--- src/rtl/nibble_serial_adder.sv ---
// Multi-precision adder/subtractor: one 4-bit add slice sequenced over WIDTH bits,
// least-significant nibble first, with valid/ready handshakes on both sides.
module nibble_serial_adder #(
  parameter int WIDTH = 16
) (
  input  logic             clk,
  input  logic             rst_n,
  input  logic             in_valid,
  output logic             in_ready,
  input  logic [WIDTH-1:0] a,
  input  logic [WIDTH-1:0] b,
  input  logic             sub,
  output logic             out_valid,
  input  logic             out_ready,
  output logic [WIDTH-1:0] sum,
  output logic             carry,
  output logic             overflow,
  output logic             busy
);

  localparam int NIB = WIDTH / 4;
  localparam int IW  = (NIB > 1) ? $clog2(NIB) : 1;

  typedef enum logic [1:0] {IDLE, RUN, DONE} state_t;

  state_t           state_q, state_d;
  logic [WIDTH-1:0] a_q, a_d;
  logic [WIDTH-1:0] b_q, b_d;
  logic [WIDTH-1:0] sum_q, sum_d;
  logic             sub_q, sub_d;
  logic             cy_q, cy_d;
  logic             carry_q, carry_d;
  logic             ovf_q, ovf_d;
  logic [IW-1:0]    idx_q, idx_d;

  logic [3:0] a_nib, b_nib;
  logic [4:0] slice;
  logic [3:0] low3;

  function automatic logic [4:0] add4(input logic [3:0] x, input logic [3:0] y,
                                      input logic ci);
    return {1'b0, x} + {1'b0, y} + {4'b0000, ci};
  endfunction

  // Carry into the nibble's top bit: needed only on the MSB nibble for signed overflow.
  function automatic logic [3:0] add3(input logic [2:0] x, input logic [2:0] y,
                                      input logic ci);
    return {1'b0, x} + {1'b0, y} + {3'b000, ci};
  endfunction

  always_comb begin
    a_nib = a_q[{idx_q, 2'b00} +: 4];
    b_nib = b_q[{idx_q, 2'b00} +: 4] ^ {4{sub_q}};
    slice = add4(a_nib, b_nib, cy_q);
    low3  = add3(a_nib[2:0], b_nib[2:0], cy_q);
  end

  always_comb begin
    state_d = state_q;
    a_d     = a_q;
    b_d     = b_q;
    sub_d   = sub_q;
    cy_d    = cy_q;
    idx_d   = idx_q;
    sum_d   = sum_q;
    carry_d = carry_q;
    ovf_d   = ovf_q;
    case (state_q)
      IDLE: begin
        if (in_valid) begin
          a_d     = a;
          b_d     = b;
          sub_d   = sub;
          cy_d    = sub;
          idx_d   = '0;
          sum_d   = '0;
          carry_d = 1'b0;
          ovf_d   = 1'b0;
          state_d = RUN;
        end
      end
      RUN: begin
        sum_d[{idx_q, 2'b00} +: 4] = slice[3:0];
        cy_d  = slice[4];
        idx_d = idx_q + 1'b1;
        if (idx_q == IW'(NIB - 1)) begin
          carry_d = slice[4];
          ovf_d   = low3[3] ^ slice[4];
          state_d = DONE;
        end
      end
      DONE: begin
        if (out_ready) state_d = IDLE;
      end
      default: state_d = IDLE;
    endcase
  end

  always_ff @(posedge clk or negedge rst_n) begin
    if (!rst_n) begin
      state_q <= IDLE;
      a_q     <= '0;
      b_q     <= '0;
      sub_q   <= 1'b0;
      cy_q    <= 1'b0;
      idx_q   <= '0;
      sum_q   <= '0;
      carry_q <= 1'b0;
      ovf_q   <= 1'b0;
    end else begin
      state_q <= state_d;
      a_q     <= a_d;
      b_q     <= b_d;
      sub_q   <= sub_d;
      cy_q    <= cy_d;
      idx_q   <= idx_d;
      sum_q   <= sum_d;
      carry_q <= carry_d;
      ovf_q   <= ovf_d;
    end
  end

  assign in_ready  = (state_q == IDLE);
  assign busy      = (state_q != IDLE);
  assign out_valid = (state_q == DONE);
  assign sum       = sum_q;
  assign carry     = carry_q;
  assign overflow  = ovf_q;

endmodule

--- config.mk ---
export PLATFORM = sky130hd
export DESIGN_NAME = nibble_serial_adder
export DESIGN_NICKNAME = d
export VERILOG_FILES = /design/src/rtl/nibble_serial_adder.sv
export SDC_FILE = /design/constraint.sdc
export NUM_CORES = 1
export LEC_CHECK = 0
export ABC_AREA = 1
export BUFFER_PORTS_ARGS = -buffer_cell sky130_fd_sc_hd__buf_2
export CAP_MARGIN = 20
export CORE_AREA = 2 2 81 83
export CTS_CLUSTER_DIAMETER = 80
export CTS_CLUSTER_SIZE = 40
export DETAILED_ROUTE_END_ITERATION = 7
export DIE_AREA = 0 0 83 85
export PLACE_DENSITY = 0.75
export SLEW_MARGIN = 15
export SYNTH_ARGS = -nofsm -noshare
export SYNTH_HDL_FRONTEND = slang
export SYNTH_SLANG_ARGS = --single-unit
--- constraint.sdc ---
create_clock -name clk -period 2.4 [get_ports clk]
set_clock_uncertainty 0.1 [all_clocks]
set_input_delay 0.48 -clock clk [delete_from_list [all_inputs] [get_ports clk]]
set_output_delay 0.48 -clock clk [all_outputs]
set_load 0.005 [all_outputs]
==> flow_summary.yaml <==
status:
  outcome: "complete, no violations"
logic_synthesis:
  ys_ff_latch: 56
  synth_cells: 329
  yosysWarnings: 0
  yosysSeqAreaShare_pct: 52.3
  syn_avg_cell_area_um2: 8.15
  syn_area_mm2: 0.00268
  synth.distinct_cells: 26
  syn_nets: 375
drt:
  wl_mm: 6.07
  vias: 2299
  drtAntennaViolNets: 0
  dr.pass1.iters: 4
  avgViaCountPerCell: 4.87
  drc_errors: 0
  wire_per_inst_um: 12.9
  first_iter_violations: 81
global_route:
  grt_pass1_wl_mm: 10.3
  antenna_found_initial: 0
  grt_pass1_vias: 2330
  grt-ovfl-total: 0
  gr-usage-all-layers_pct: 17.8
  grt_max_degree: 35
clock_network:
  cts-hold-fix-buffers: 0
  path_clk_slew_ns: 0.10
  cts_max_path_buffers: 2
  cts_tree: "built"
  h-tree-depth: 2
  clockRootBuffer: "clkbuf_8"
  numClockSinks: 56
  clkLatencyLatePin_ns: 0.31
  cts_buffers: 5
sta:
  whs_ns: 0.0907
  hold_viol_final: 0
  rsz0062_at_grt: "yes"
  post-route-period-util_pct: 99.2
  worst_pin_slew_ns: 0.656
  setup_viol: 0
  fmax_ghz: 0.420
  period_needed_ns: 2.38
  drv_slew: 0
  fin_ws_ns: 0.0185
  slew_headroom_pct: 56.2
power:
  power_frac_seq_pct: 30.4
  powerDensity_mw_per_mm2: 1630
  leakagePower_nw: 1.80
  max-vdd-ir-drop_v: 0.000719
  p_comb_share_pct: 58.2
  switching_share_pct: 46.2
  clockPowerShare_pct: 11.4
  power.net_switching_mw: 2.47
  internal_power_mw: 2.88
floorplan:
  rows: 29
  die_area_mm2: 0.00706
  ios: 58
  coreArea_mm2: 0.00620
  die_w_um: 83
  initial_core_util_pct: 43.2
  fp.dieH_um: 85
worst_setup_path:
  slowest_delay_ns: 0.45
  path_class: "register to register"
  cp_slowest_cell: "dfrtp_1"
  startpoint_type: "register"
  crit_buf_inv: 3
  crit_chain: "buf_6 > nand2_2 > nand3_2 > nand2_2 > xor2_2 > fa_2 > inv_2 > fa_2 > nand2_2 > nand2_2 > a21oi_2 > inv_1 > nand2_1 > o211ai_1"
  critPathArrivalTime_ns: 2.48
  cpMostUsedCell: "nand2_2"
  worstPathMaxFanout: 6
  cp_top_family: "adder cells"
  crit_required_ns: 2.49
  cp-end-kind: "register"
place:
  dp_cells: 461
  dp_slack_ns: 0.0340
  place_congestion: 0.871
  dp_hpwl_mm: 4.51
  portBuffers: 57
finish:
  most-common-layout-cells: "nand2_1, buf_2, dfrtp_1, inv_1, nand3_1"
  syn2layout_area_growth_pct: 22.7
  final_common_cell: "nand2_1"
  final_cells: 472
  nets: 440
  drive_gt1_share_pct: 28.4
  diodes: 0
hold_path:
  worstHoldPathType: "input port to async pin"
run:
  max-cap-violations: 0
-- kinds of logic (layout without fill, tap and decap cells) --
family	after synthesis	count (layout)	share of synthesized area [%]
AND/OR/NAND/NOR	185	185	27.5
flip-flops	56	56	52.3
adder cells (fa/ha/maj)	9	9	4.76
XOR/XNOR	5	5	1.63
AO/OA/AOI/OAI	36	36	7.93
buffers and inverters	38	104	5.93
-- state kept, by name, summed over array words and instances (netlist names) --
name	count
idx_q	2
sum	16
sub_q	1
a_q	16
carry	1
cy_q	1
overflow	1
b_q	16
state_q	2
-- repair_timing --
action | in CTS | in global routing
endpoints found under the setup margin | 0 | 15
gates resized for setup | 0 | 23
setup buffers | 0 | 3
-- path summary, 6_finish.rpt --
kind,cells after the start,from,end,slack (ns)
setup / recovery,14,idx_q[0],cy_q,0.02
hold / removal,1,rst_n,sum[0],0.09
setup reg to reg,14,idx_q[0],cy_q,0.02
hold reg to reg,2,sum[7],sum[7],0.38
max in group asynchronous,2,rst_n,idx_q[1],1.55
min in group clk,2,out_ready,state_q[1],0.24
-- power by group through the flow --
| stage | Combinational [mW] | Clock (mW) | Sequential (mW) |
|---|---|---|---|
| 2_1_floorplan | 2.01 | 0 | 1.59 |
| 3_3_place_gp | 2.68 | 0 | 1.62 |
| 3_5_place_dp | 2.77 | 0 | 1.63 |
| 4_1_cts | 2.79 | 0.619 | 1.61 |
| 5_1_grt | 3.48 | 0.658 | 1.68 |
| 6_report | 3.12 | 0.611 | 1.63 |
-- worst reg2reg max path, cell delays in order, from the launching register on --
cell,delay [ns]
dfrtp_1,0.45
buf_6,0.16
nand2_2,0.05
nand3_2,0.08
nand2_2,0.09
xor2_2,0.15
fa_2,0.22
inv_2,0.05
fa_2,0.38
nand2_2,0.07
nand2_2,0.06
a21oi_2,0.16
inv_1,0.07
nand2_1,0.09
o211ai_1,0.08
-- final cells by class --
| class | instances | area (um2) |
|---|---|---|
| multi-input combinational | 235 | 1180 |
| sequential | 56 | 1400 |
| inverter | 27 | 104 |
| clock buffer | 6 | 72.6 |
| timing repair buffer | 69 | 395 |
| clock inverter | 2 | 35.0 |
| fill | 602 | 2920 |
| tap | 77 | 96.3 |
-- layer usage --
metal / global-route usage (%) / vias up / share of wire (%)
li1: - / 1161 / -
met1: 23.0 / 1065 / 46
met2: 30.6 / 62 / 48
met4: 4.47 / 0 / 1.5
met3: 3.79 / 11 / 4.2
met5: 0 / - / 0
-- cell usage after synthesis --
| cell type | instances | area [um2] |
|---|---|---|
| o211ai_1 | 1 | 7.51 |
| fa_1 | 2 | 40.0 |
| nor2_1 | 9 | 33.8 |
| a21oi_1 | 3 | 15.0 |
| buf_2 | 10 | 50.1 |
| xnor2_1 | 1 | 8.76 |
| o21ai_2 | 1 | 8.76 |
| ha_1 | 7 | 87.6 |
| o21bai_1 | 1 | 7.51 |
| o31ai_1 | 4 | 30.0 |
| xor2_1 | 4 | 35.0 |
| nand3_2 | 1 | 10.0 |
| inv_1 | 18 | 67.6 |
| o21ai_1 | 10 | 50.1 |
| o21ai_0 | 8 | 40.0 |
| o22ai_1 | 7 | 43.8 |
| nand3_1 | 14 | 70.1 |
| nor2_2 | 3 | 18.8 |
| nand4_1 | 2 | 12.5 |
| nor3_1 | 1 | 5.00 |
| nand2_2 | 2 | 12.5 |
| buf_4 | 1 | 7.51 |
| dfrtp_1 | 56 | 1400 |
| nand2_1 | 153 | 574 |
| inv_2 | 9 | 33.8 |
| a32o_1 | 1 | 10.0 |
-- per-stage QoR --
step | utilization (%) | power [mW] | area (um2) | setup TNS (ns)
final | 53.0 | 5.35 | 3290 | 0
after global routing | 53.0 | 5.83 | 3290 | -0.332
after CTS | 51.5 | 5.02 | 3190 | 0
after detailed placement | 49.7 | 4.41 | 3090 | 0
after global placement | 49.7 | 4.30 | 3090 | 0
after floorplan | - | 3.60 | 2680 | 0
No activity file was read; power rests on OpenSTA's default activity.
